**src/rtl/addsub16_pipe_pkg.sv**
```systemverilog
// Shared widths, operation encodings and the stage-2 result record
// for the addsub16_pipe front end and its adder core.
package addsub16_pipe_pkg;

    localparam int   ADDSUB_W      = 16;
    localparam logic ADDSUB_OP_ADD = 1'b0;
    localparam logic ADDSUB_OP_SUB = 1'b1;

    typedef struct packed {
        logic [ADDSUB_W-1:0] sum;
        logic                cout;
        logic                ovf;
        logic                zero;
        logic                neg;
    } result_t;

endpackage

```
**src/rtl/addsub16_pipe_core.sv**
```systemverilog
// Combinational 16-bit add/sub core: SUM = A + (B ^ {16{Add_ctrl}}) + Add_ctrl.
// C_out is the raw carry out of the MSB; O compares carries into and out of the MSB.
module adder_16bit_s
    import addsub16_pipe_pkg::*;
(
    input  logic [ADDSUB_W-1:0] A,
    input  logic [ADDSUB_W-1:0] B,
    input  logic                Add_ctrl,
    output logic [ADDSUB_W-1:0] SUM,
    output logic                C_out,
    output logic                O
);

    logic [ADDSUB_W-1:0] b_x;
    logic [ADDSUB_W-1:0] low_sum;
    logic [1:0]          msb_sum;
    logic                c_msb;

    assign b_x = B ^ {ADDSUB_W{Add_ctrl == ADDSUB_OP_SUB}};

    // Split at the MSB so the carry into bit W-1 is visible for overflow.
    assign low_sum = {1'b0, A[ADDSUB_W-2:0]} + {1'b0, b_x[ADDSUB_W-2:0]}
                   + {{(ADDSUB_W-1){1'b0}}, Add_ctrl};
    assign c_msb   = low_sum[ADDSUB_W-1];
    assign msb_sum = {1'b0, A[ADDSUB_W-1]} + {1'b0, b_x[ADDSUB_W-1]} + {1'b0, c_msb};

    assign SUM   = {msb_sum[0], low_sum[ADDSUB_W-2:0]};
    assign C_out = msb_sum[1];
    assign O     = c_msb ^ msb_sum[1];

endmodule

```
**src/rtl/addsub16_pipe.sv**
```systemverilog
// Two-stage valid/ready wrapper around adder_16bit_s with result flags,
// a sticky overflow flag and a saturating count of delivered overflows.
module addsub16_pipe
    import addsub16_pipe_pkg::*;
#(
    parameter int W     = ADDSUB_W,
    parameter int CNT_W = 16
) (
    input  logic             clk,
    input  logic             rst_n,
    input  logic             in_valid,
    output logic             in_ready,
    input  logic [W-1:0]     in_a,
    input  logic [W-1:0]     in_b,
    input  logic             in_sub,
    output logic             out_valid,
    input  logic             out_ready,
    output logic [W-1:0]     out_sum,
    output logic             out_cout,
    output logic             out_ovf,
    output logic             out_zero,
    output logic             out_neg,
    output logic             ovf_sticky,
    output logic [CNT_W-1:0] ovf_cnt,
    input  logic             ovf_clr
);

    function automatic logic [CNT_W-1:0] sat_inc(input logic [CNT_W-1:0] v);
        return (&v) ? v : v + {{(CNT_W-1){1'b0}}, 1'b1};
    endfunction

    logic          rdy_en;
    logic          s1_adv;
    logic          s2_adv;
    logic          vld_p1;
    logic [W-1:0]  a_p1;
    logic [W-1:0]  b_p1;
    logic          sub_p1;
    logic          vld_p2;
    result_t       res_p2;
    logic [W-1:0]  core_sum;
    logic          core_cout;
    logic          core_ovf;
    logic          deliver_ovf;
    logic [CNT_W-1:0] cnt_nxt;
    logic          sticky_nxt;

    assign s2_adv   = !vld_p2 || out_ready;
    assign s1_adv   = !vld_p1 || s2_adv;
    // rdy_en keeps the input closed until the first edge after reset release.
    assign in_ready = rdy_en && s1_adv;

    // Stage 1: operand capture
    always_ff @(posedge clk or negedge rst_n) begin
        if (!rst_n) begin
            rdy_en <= 1'b0;
            vld_p1 <= 1'b0;
        end else begin
            rdy_en <= 1'b1;
            if (s1_adv) vld_p1 <= in_valid && in_ready;
        end
    end

    always_ff @(posedge clk) begin
        if (in_valid && in_ready) begin
            a_p1   <= in_a;
            b_p1   <= in_b;
            sub_p1 <= in_sub;
        end
    end

    adder_16bit_s u_core (
        .A        (a_p1),
        .B        (b_p1),
        .Add_ctrl (sub_p1),
        .SUM      (core_sum),
        .C_out    (core_cout),
        .O        (core_ovf)
    );

    // Stage 2: result capture
    always_ff @(posedge clk or negedge rst_n) begin
        if (!rst_n) begin
            vld_p2 <= 1'b0;
            res_p2 <= '0;
        end else if (s2_adv) begin
            vld_p2 <= vld_p1;
            if (vld_p1) begin
                res_p2.sum  <= core_sum;
                res_p2.cout <= core_cout;
                res_p2.ovf  <= core_ovf;
                res_p2.zero <= (core_sum == '0);
                res_p2.neg  <= core_sum[W-1];
            end
        end
    end

    assign out_valid = vld_p2;
    assign out_sum   = res_p2.sum;
    assign out_cout  = res_p2.cout;
    assign out_ovf   = res_p2.ovf;
    assign out_zero  = res_p2.zero;
    assign out_neg   = res_p2.neg;

    assign deliver_ovf = vld_p2 && out_ready && res_p2.ovf;

    // A clear coincident with a counted delivery leaves exactly that one event.
    always_comb begin
        cnt_nxt    = ovf_cnt;
        sticky_nxt = ovf_sticky;
        if (ovf_clr) begin
            cnt_nxt    = deliver_ovf ? {{(CNT_W-1){1'b0}}, 1'b1} : '0;
            sticky_nxt = deliver_ovf;
        end else if (deliver_ovf) begin
            cnt_nxt    = sat_inc(ovf_cnt);
            sticky_nxt = 1'b1;
        end
    end

    always_ff @(posedge clk or negedge rst_n) begin
        if (!rst_n) begin
            ovf_cnt    <= '0;
            ovf_sticky <= 1'b0;
        end else begin
            ovf_cnt    <= cnt_nxt;
            ovf_sticky <= sticky_nxt;
        end
    end

endmodule

```
**config.mk**
```make
export PLATFORM = sky130hd
export DESIGN_NAME = addsub16_pipe
export DESIGN_NICKNAME = d
export VERILOG_FILES = /design/src/rtl/addsub16_pipe_pkg.sv /design/src/rtl/addsub16_pipe_core.sv /design/src/rtl/addsub16_pipe.sv
export SDC_FILE = /design/constraint.sdc
export NUM_CORES = 1
export LEC_CHECK = 0
export ABC_AREA = 1
export ABC_CLOCK_PERIOD_IN_PS = 3650
export CORE_ASPECT_RATIO = 0.8
export CORE_UTILIZATION = 53
export CTS_CLUSTER_DIAMETER = 120
export DETAILED_ROUTE_END_ITERATION = 6
export GPL_ROUTABILITY_DRIVEN = 0
export PLACE_DENSITY = 0.79
export SLEW_MARGIN = 5
export SYNTH_ARGS = -nofsm -noshare
export SYNTH_HDL_FRONTEND = slang
export SYNTH_HIERARCHICAL = 1
export SYNTH_SLANG_ARGS = --single-unit
```
**constraint.sdc**
```tcl
create_clock -name clk -period 3.65 [get_ports clk]
set_input_delay 0.5475 -clock clk [delete_from_list [all_inputs] [get_ports clk]]
set_output_delay 0.5475 -clock clk [all_outputs]
set_load 0.01 [all_outputs]
```
# ---- Word level (Yosys, flattened, before mapping)
# Cells that the tools add are included.
dict set report word_totals {
  reg_bits 73
  latchBits 0
  wordCells 40
  mem_bits_rw 0
  mem_count 0
  mem_bits_ro 0
  output_inout_bits 39
  input_bits 38
}
dict set report op_classes {
  n_addsub 5
  shift 0
  n_lt_le_gt_ge 0
  n_eq_ne 1
  multipliers 0
  div 0
  mux 6
  bitwise_logic 2
  reduce_logical 13
}
# cell n
set op_table {}
lappend op_table {{$mux 16} 3}
lappend op_table {{$add 15x15->16} 1}
lappend op_table {{$add 16x1->16} 1}
lappend op_table {{$add 16x1->16 const B} 1}
lappend op_table {{$logic_not 16->1} 1}
lappend op_table {{$reduce_and 16->1} 1}
lappend op_table {{$xor 16x16->16} 1}
lappend op_table {{$logic_and 1x1->1} 4}
lappend op_table {{$reduce_and 2->1} 2}
lappend op_table {{$mux 1} 3}
lappend op_table {{$add 1x1->2} 1}
lappend op_table {{$add 2x1->2} 1}
lappend op_table {{$logic_not 1->1} 2}
lappend op_table {{$logic_or 1x1->1} 2}
lappend op_table {{$ne 2x2->1 const B} 1}
lappend op_table {{$reduce_bool 2->1} 1}
lappend op_table {{$xor 1x1->1} 1}

# ---- Longest topological paths before layout
# Gate-level depths: netlist of the first run.
dict set report logic_depth {
  ltp_word 5
  ltp_mapped 19
  ltp_nobuf 18
}

# ---- Modules after synthesis
# Netlist of the first run, hierarchy kept.
# mod instances area_each_um2 cells_each seq_area_each_um2
set modules_own_cells {}
lappend modules_own_cells {addsub16_pipe 1 3030.4 304 1966.9}
lappend modules_own_cells {adder_16bit_s 1 1064.8 174 0.0}

# ---- Worst setup path before layout of the first run
# OpenSTA, ideal clock, no wires.
dict set report synth_timing {
  path_type {register to register}
  start {register sub_p1}
  end {register res_p2, in the netlist out_zero}
  synth_period_minus_slack_ns 2.627
  slack_ns 1.023
  t_required_ns 3.585
  arrival_time_ns 2.561
  path_buffers 2
  setup_ns 0.065
  stages_incl_launch_ff 17
  path_cell_list {edfxtp_1 > buf_6 > buf_4 > xor2_1 > ha_1 > a21oi_1 > nand2_4 > nand2_4 > nand2_4 > nand2_2 > nand2_2 > fa_1 > inv_1 > nand2_1 > nor3_1 > nand3_1 > nand2_1}
}
dict set report synth_via {
  elab_chain_len 5
  elab_cells_between_ends 6
  cone_classes {add/sub: 4; bitwise: 1; reduce/logical: 1}
}
# element line_no
set synth_lines {}
lappend synth_lines {{start, declared} addsub16_pipe.sv:38} ;# logic sub_p1;
lappend synth_lines {{start signal, assigned} addsub16_pipe.sv:68} ;# sub_p1 <= in_sub;
lappend synth_lines {{$xor 16x16->16} addsub16_pipe_core.sv:19} ;# assign b_x = B ^ {ADDSUB_W{Add_ctrl == ADDSUB_OP_SUB}};
lappend synth_lines {{$add 15x15->16} addsub16_pipe_core.sv:22} ;# assign low_sum = {1'b0, A[ADDSUB_W-2:0]} + {1'b0, b_x[ADDSUB_W-2:0]}
lappend synth_lines {{$add 16x1->16} addsub16_pipe_core.sv:23} ;# + {{(ADDSUB_W-1){1'b0}}, Add_ctrl};
lappend synth_lines {{$add 2x1->2 (*)} addsub16_pipe_core.sv:25} ;# assign msb_sum = {1'b0, A[ADDSUB_W-1]} + {1'b0, b_x[ADDSUB_W-1]} + {1'b0, c_msb};
lappend synth_lines {{via core_sum[15]} addsub16_pipe.sv:41} ;# logic [W-1:0] core_sum;
lappend synth_lines {{$logic_not 16->1 (*)} addsub16_pipe.sv:92} ;# res_p2.zero <= (core_sum == '0);
lappend synth_lines {{end, declared} addsub16_pipe.sv:40} ;# result_t res_p2;
# The timed path passes the listed nets; every way through them passes the cells marked *.
# A chain may end at the register's enable or synchronous reset.

# ---- Worst setup path in the final report of the first run
# Same ends and word-level chain as after synthesis.

==> results of run 1 <==
flip-flops by register name (all words and copies together) (netlist names):
| register | flops |
|---|---|
| rdy_en | 1 |
| out_valid | 1 |
| vld_p1 | 1 |
| out_ovf | 1 |
| out_sum | 16 |
| ovf_cnt | 16 |
| sub_p1 | 1 |
| a_p1 | 16 |
| out_cout | 1 |
| b_p1 | 16 |
| out_zero | 1 |
| ovf_sticky | 1 |
logic make-up after synthesis:
| kind of cell | count (synthesis) |
|---|---|
| AOI/OAI and AO/OA | 54 |
| buffers and inverters | 72 |
| other | 1 |
| DFF | 72 |
| adders and majority gates | 17 |
| xor gates and xnor gates | 23 |
| and+or+nand+nor | 239 |
cells in the mapped netlist, types with 3 or more instances:
| cell | instances |
|---|---|
| sky130_fd_sc_hd__edfxtp_1 | 33 |
| sky130_fd_sc_hd__nor2_1 | 31 |
| sky130_fd_sc_hd__o21ai_0 | 32 |
| sky130_fd_sc_hd__inv_1 | 62 |
| sky130_fd_sc_hd__nor2_4 | 3 |
| sky130_fd_sc_hd__nand2_1 | 138 |
| sky130_fd_sc_hd__clkbuf_1 | 3 |
| sky130_fd_sc_hd__a21oi_1 | 17 |
| sky130_fd_sc_hd__nand4_1 | 9 |
| sky130_fd_sc_hd__nand3_1 | 27 |
| sky130_fd_sc_hd__nand2_2 | 12 |
| sky130_fd_sc_hd__nand2_4 | 7 |
| sky130_fd_sc_hd__xnor2_1 | 3 |
| sky130_fd_sc_hd__xor2_1 | 20 |
| sky130_fd_sc_hd__dfrtp_1 | 39 |
| sky130_fd_sc_hd__ha_1 | 15 |
routing by layer:
| metal | GRT usage | share of wire |
|---|---|---|
| met1 | 0.2889 | 0.45 |
| met5 | 0 | 0 |
| met2 | 0.3685 | 0.47 |
| met3 | 0.06092 | 0.060 |
| met4 | 0.08696 | 0.016 |
report_power, final:
part | switching [uW] | leakage, uW | internal [uW]
registers | 61.9 | 0.000818 | 941
logic | 292 | 0.00144 | 274
clock network | 294 | 0.000106 | 376
total | 648 | 0.00237 | 1590
per-stage QoR:
stage	utilization	area, um2	hold slack, ps	instances
floorplan	-	4095	251.9	478
global placement	0.6654	4942	461.5	653
detailed placement	0.6654	4942	475.3	653
CTS	0.6936	5151	318.8	669
global route	0.6936	5151	367.5	669
finish	0.6936	5151	300.9	669
worst paths after layout:
kind,slack [ps],end
setup reg to reg,880,out_zero
setup / recovery,880,out_zero
hold reg to reg,490,out_sum[0]
max in group asynchronous,2800,out_sum[8]
hold / removal,300,ovf_cnt[7]
min in group clk,490,out_sum[0]
cell type report:
| class | instances | area (um2) |
|---|---|---|
| Fill cell | 626 | 2276 |
| Sequential cell | 72 | 1967 |
| Multi-Input combinational cell | 334 | 1833 |
| Timing Repair Buffer | 78 | 770.7 |
| Inverter | 64 | 240.2 |
| Clock buffer | 14 | 173.9 |
| Tap cell | 105 | 131.4 |
| Clock inverter | 2 | 35.03 |
==> Flow_metrics.wiki, run 1 <==
{| class="wikitable"
! Metric !! Value
|-
| Number of cells on the critical path || 18
|-
| RSZ-0062 raised after global routing || no
|-
| Data required time at the worst endpoint || about 4000 ps
|-
| Max Slew Vio Count || 0
|-
| Type of the worst min-delay path || primary input to async pin
|-
| Remaining antenna violation count after routing || 0
|-
| Fraction of the yosys area taken by sequential cells || 0.4803
|-
| Number of warning messages in the yosys log || 6
|-
| Wire length of the first global-routing pass || roughly 14000 um
|-
| Achievable Freq || between 0.3 and 0.4 GHz
|-
| Via count of the first global-routing pass || around 3200
|-
| Maximum buffer depth of the clock tree || 2
|-
| Compound-cell area share of the yosys netlist || 0.06844
|-
| Global Route Usage Sum || 0.2265
|-
| Wire length after detailed routing || 8519 um
|-
| Clock tree from TritonCTS || built
|-
| Final net count || around 610
|-
| # H-tree levels || 3
|-
| Post-Syn Nets || 533
|-
| Initial Utilization || 0.5514
|-
| Number of register bits inferred by synthesis || 72
|-
| CP Launch Type || flip-flop
|-
| Core area || around 7400 um2
|-
| Area fraction in and, or, nand and nor cells after synthesis || 0.2728
|-
| Area growth from synthesis to final layout || 25.79%
|-
| Number of standard cells after synthesis || between 400 and 500
|-
| Family with the most delay on the worst path || simple AND/OR/NAND/NOR gates
|-
| Total I/O pin count || between 70 and 80
|-
| Leakage power || about 0.0024 uW
|-
| Clock tree root buffer cell || sky130_fd_sc_hd__clkbuf_8
|-
| Worst Max-Slew Pin Slew || ~900 ps
|-
| Top cells by area, synth || sky130_fd_sc_hd__edfxtp_1 24%, sky130_fd_sc_hd__dfrtp_1 24%, sky130_fd_sc_hd__nand2_1 13%
|-
| Cell row count || 28
|-
| Cell variety after synth || 36
|-
| Clock latency on the worst-skew pair || about 360 ps
|-
| Reg2Reg Launch Point || sub_p1
|-
| Maximum number of pins on one net before global-route repair || 40
|-
| Cell Area, Synth || around 4000 um2
|-
| Number of flops mapped to enable cells by yosys || 33
|-
| Chip Height || around 81 um
|-
| Top cell type's share of synthesized area || 0.2420
|-
| Min cycle time layout || 2774 ps
|-
| Largest family of logic cells by synthesized area || simple AND/OR/NAND/NOR gates
|-
| Bufs and invs on worst path || 4
|-
| Setup TNS Final || 0 ps
|-
| Adder-cell share of the synthesized area || 0.05561
|-
| Share of flip-flops with an asynchronous set or reset || 0.5417
|-
| Dominant cell type by area after synthesis || sky130_fd_sc_hd__edfxtp_1
|-
| Half-perimeter wire length after detailed placement || 6323 um
|-
| Total Die Area || approximately 8100 um2
|-
| First-iteration detailed-routing DRC count || 175
|-
| Number of DRC violations after detailed routing || 0
|-
| Arrival time at the worst endpoint || 3070 ps
|-
| Fraction of layout cells with a size suffix above 1 || 0.08511
|-
| Width of the die || around 100 um
|-
| Critical path's slowest cell || sky130_fd_sc_hd__fa_1
|-
| Most used flip-flop cell after synthesis || sky130_fd_sc_hd__dfrtp_1
|-
| Post-route setup slack || 876.4 ps
|-
| Area share of xor/xnor cells in the synthesized design || 0.04919
|-
| Clock slew at the register clock pins of the worst setup and hold paths || ~80 ps
|-
| CTS-repair resized insts || 0
|-
| Max IR drop VDD || 0.2378 mV
|-
| Post-synthesis average cell area || ~8.6 um2
|-
| CP Cell Sequence || buf_4 -> xnor2_1 -> inv_1 -> ha_1 -> nand2_1 -> inv_1 -> nand3_4 -> nand2_4 -> nand2_4 -> nand2_4 -> nand2_2 -> nand2_2 -> fa_1 -> inv_1 -> nand2_1 -> nor3_1 -> nand3_1 -> nand2_1
|-
| Multiplexer fraction of the synthesized cell area || 0
|-
| Via count of the routed design || 3340
|-
| Max-capacitance violation count || 0
|-
| Count of endpoints failing setup in the final report || 0
|-
| ANT cells || 0
|-
| TritonCTS buffer count || 9
|-
| Critical Path Source || sub_p1
|-
| Max-slew headroom at the worst pin || 0.3960
|-
| Power per cell area || approximately 430 nW/um2
|-
| Category of the worst setup path capture point || flip-flop
|-
| Final Cycle Share || 0.7599
|-
| Clock skew || about 8 ps
|-
| Maximum cell stage delay along the critical path || approximately 450 ps
|-
| Count of port buffers added during placement || between 70 and 80
|-
| Number of hold-slack violations in the final timing report || 0
|-
| Commonest cells after routing, fill and taps aside || 138 x sky130_fd_sc_hd__nand2_1, 75 x sky130_fd_sc_hd__clkdlybuf4s50_1, 62 x sky130_fd_sc_hd__inv_1
|-
| First-pass iteration count of the detailed router || 5
|-
| Sum of internal, switching and leakage power || 2240 uW
|-
| Initial antenna violation count || 0
|-
| Commonest non-fill, non-tap cell in the layout || sky130_fd_sc_hd__nand2_1
|-
| Hold buffer count at cts || 0
|-
| Highest net fanout along the worst path || 16
|-
| Clock Sinks || between 70 and 80
|-
| Start-to-end type of the worst setup path || flip-flop to flip-flop
|-
| Post-placement setup slack || 894.5 ps
|-
| Number of setup buffers added after CTS || 0
|-
| Vias per std cell || between 4 and 5
|-
| Leftover overflow at the end of global routing || 0
|-
| Routed len/inst || around 13 um
|-
| R2R depth || 18
|-
| Status || finished clean
|}
(Power assumes the default switching activity.)
==> inputs of run 2 (changes only) <==
--- a/config.mk
+++ b/config.mk
@@ -6,13 +6,13 @@
 export NUM_CORES = 1
 export LEC_CHECK = 0
 export ABC_AREA = 1
-export ABC_CLOCK_PERIOD_IN_PS = 3650
+export ABC_CLOCK_PERIOD_IN_PS = 2400
 export CORE_ASPECT_RATIO = 0.8
-export CORE_UTILIZATION = 53
+export CORE_UTILIZATION = 48
 export CTS_CLUSTER_DIAMETER = 120
 export DETAILED_ROUTE_END_ITERATION = 6
 export GPL_ROUTABILITY_DRIVEN = 0
-export PLACE_DENSITY = 0.79
+export PLACE_DENSITY = 0.75
 export SLEW_MARGIN = 5
 export SYNTH_ARGS = -nofsm -noshare
 export SYNTH_HDL_FRONTEND = slang
==> constraint.sdc (replaced) <==
create_clock -name clk -period 2.4 [get_ports clk]
set_input_delay 0.36 -clock clk [delete_from_list [all_inputs] [get_ports clk]]
set_output_delay 0.36 -clock clk [all_outputs]
set_load 0.01 [all_outputs]
==> run 2 against run 1 <==
Against the previous run: the run now ends with setup timing left; design area increased by 4.8%; first-iteration DRC count decreased by 3.4%; sequential power increased by 52%; non-clock buffer count increased by 25; utilization decreased by 2.6 points; clock skew decreased by 3.9 ps; hold slack got worse by 190 ps; sequential cell count unchanged; routed wire length increased by 1.2%; via count increased by 0.66%; largest cell class unchanged.
==> Flow_metrics.wiki, run 2 (same netlist as run 1, synthesis figures left out) <==
{| class="wikitable"
! Metric !! Value
|-
| Hold buffer count at cts || 0
|-
| Width of the die || roughly 110 um
|-
| Clock slew at the register clock pins of the worst setup and hold paths || 80 ps
|-
| Start-to-end type of the worst setup path || flip-flop to flip-flop
|-
| Inst Count DP || approximately 680
|-
| Maximum buffer depth of the clock tree || 2
|-
| Count of endpoints failing setup in the final report || 3
|-
| Max Slew Vio Count || 0
|-
| Achievable Freq || between 0.3 and 0.4 GHz
|-
| Total I/O pin count || a little under 80
|-
| Finished Layout Cells || around 700
|-
| # H-tree levels || 3
|-
| Count of port buffers added during placement || 76
|-
| Cell row count || 29
|-
| Wire length of the first global-routing pass || ~15000 um
|-
| Clock latency on the worst-skew pair || about 360 ps
|-
| Clock Sinks || just over 70
|-
| Commonest cells after routing, fill and taps aside || 136 x sky130_fd_sc_hd__nand2_1, 75 x sky130_fd_sc_hd__clkdlybuf4s50_1, 59 x sky130_fd_sc_hd__inv_1
|-
| Leftover overflow at the end of global routing || 0
|-
| Number of DRC violations after detailed routing || 0
|-
| Routed len/inst || between 10 and 15 um
|-
| Reg2Reg Launch Point || sub_p1
|-
| Max-slew headroom at the worst pin || 0.4295
|-
| Final Core Density || 0.6671
|-
| Total Die Area || 8907 um2
|-
| TritonCTS buffer count || 9
|-
| Via count of the first global-routing pass || around 3300
|-
| Half-perimeter wire length after detailed placement || 6514 um
|-
| R2R depth || 15
|-
| Area growth from synthesis to final layout || 31.81%
|-
| Global Route Usage Sum || 0.2147
|-
| Chip Height || between 80 and 90 um
|-
| Max IR drop VDD || ~0.35 mV
|-
| Remaining antenna violation count after routing || 0
|-
| Commonest non-fill, non-tap cell in the layout || sky130_fd_sc_hd__nand2_1
|-
| Destination of the worst register-to-register timing path || out_zero
|-
| Max-capacitance violation count || 0
|-
| Fraction of layout cells with a size suffix above 1 || 0.1443
|-
| Core area || between 8000 and 9000 um2
|-
| Sum of internal, switching and leakage power || between 3000 and 4000 uW
|-
| Via count of the routed design || 3362
|-
| Bufs and invs on worst path || 3
|-
| Highest net fanout along the worst path || 15
|-
| Cell repeated most along the worst path || sky130_fd_sc_hd__nand2_2
|-
| Critical path's slowest cell || sky130_fd_sc_hd__fa_2
|-
| Leakage power || between 0.002 and 0.0025 uW
|-
| Design area || around 5400 um2
|-
| Vias per std cell || just under 5
|-
| Number of hold-slack violations in the final timing report || 0
|-
| GR Layer Usage met2 || 0.3469
|-
| Met1 Resource Use GR || 0.2801
|-
| Status || finished with violations
|-
| Maximum cell stage delay along the critical path || 440 ps
|-
| Initial Utilization || 0.5061
|-
| Post-route setup slack || -195.4 ps
|-
| First-iteration detailed-routing DRC count || 169
|-
| Category of the worst setup path capture point || flip-flop
|-
| Slack of the worst reg-to-reg path || -200 ps
|-
| Clock tree root buffer cell || sky130_fd_sc_hd__clkbuf_8
|-
| RSZ-0062 raised after global routing || yes
|-
| Met3 Resource Use GR || 0.05435
|-
| Wire length after detailed routing || roughly 8600 um
|-
| Min cycle time layout || between 2000 and 3000 ps
|-
| Clock skew || between 4 and 5 ps
|-
| Initial antenna violation count || 0
|-
| Data required time at the worst endpoint || around 2700 ps
|-
| First-pass iteration count of the detailed router || 5
|-
| Final net count || ~640
|-
| Worst Max-Slew Pin Slew || 855.7 ps
|-
| Total placed instance area || roughly 5200 um2
|-
| Family with the most delay on the worst path || simple AND/OR/NAND/NOR gates
|-
| Type of the worst min-delay path || primary input to async pin
|-
| Violated checks || setup timing
|-
| Arrival time at the worst endpoint || 2890 ps
|-
| Busiest grt layer || met2
|-
| Final Cycle Share || 1.081
|-
| CP Launch Type || flip-flop
|-
| Clock tree from TritonCTS || built
|-
| Power per cell area || roughly 630 nW/um2
|-
| Maximum number of pins on one net before global-route repair || 40
|-
| ANT cells || 0
|-
| CP Cell Sequence || buf_12 -> buf_4 -> xor2_1 -> ha_1 -> nand2_2 -> nor2_2 -> and2_1 -> nand2_2 -> nand2_2 -> fa_2 -> inv_2 -> nand2_1 -> nor3_1 -> nand3_1 -> nand2_1
|}
run 2: cell types whose count changed in the layout (fill, tap and decap cells not counted), sizes merged:
cell      before  now
buf            3   28
clkinvlp       0    3
clkinv         1    2
clkbuf        14   10
run 2: layout make-up:
| class | instances | area [um2] |
|---|---|---|
| Tap cell | 108 | 135.1 |
| Clock inverter | 6 | 60.06 |
| Fill cell | 664 | 2694 |
| Sequential cell | 72 | 1967 |
| Timing Repair Buffer | 103 | 983.4 |
| Clock buffer | 10 | 127.6 |
| Inverter | 64 | 240.2 |
| Multi-Input combinational cell | 334 | 1884 |
run 2: through the flow:
| stage | hold WS (ps) | setup slack (ps) | TNS, ps |
|---|---|---|---|
| after global routing | 188.6 | -300.7 | -785.5 |
| after global placement | 467.1 | -76.39 | -84.71 |
| after floorplan | 64.41 | -150.8 | -212.1 |
| after CTS | 129.8 | -172.4 | -340.9 |
| after detailed placement | 470.4 | -209.2 | -365.2 |
| final | 109.9 | -195.4 | -363.7 |
run 2: report_power, final:
part	total, uW	internal [uW]	switching (uW)	leakage [uW]
registers	1520	1430	90.7	0.000818
logic	951	483	469	0.00158
clock network	934	473	461	0.0000836
run 2: repair_timing:
item / CTS / global route
setup buffers: 0 / 0
pin swaps: 1 / 1
resized for setup: 3 / 10
gates cloned: 0 / 0
setup endpoints to repair: 3 / 7
run 2: per-layer routing:
layer	routed length, um	vias up
met4	105	0
li1	-	1748
met3	406	12
met1	3996	1522
met5	0	-
met2	4109	80
run 2: worst max-delay path by stage:
stage | cells past startpoint | slack (ps) | start | end
2_1_floorplan | 18 | -150 | sub_p1 | out_zero
3_3_place_gp | 17 | -80 | sub_p1 | out_zero
3_5_place_dp | 18 | -210 | sub_p1 | out_zero
4_1_cts | 15 | -170 | sub_p1 | out_zero
5_1_grt | 15 | -300 | sub_p1 | out_zero
6_report | 15 | -200 | sub_p1 | out_zero
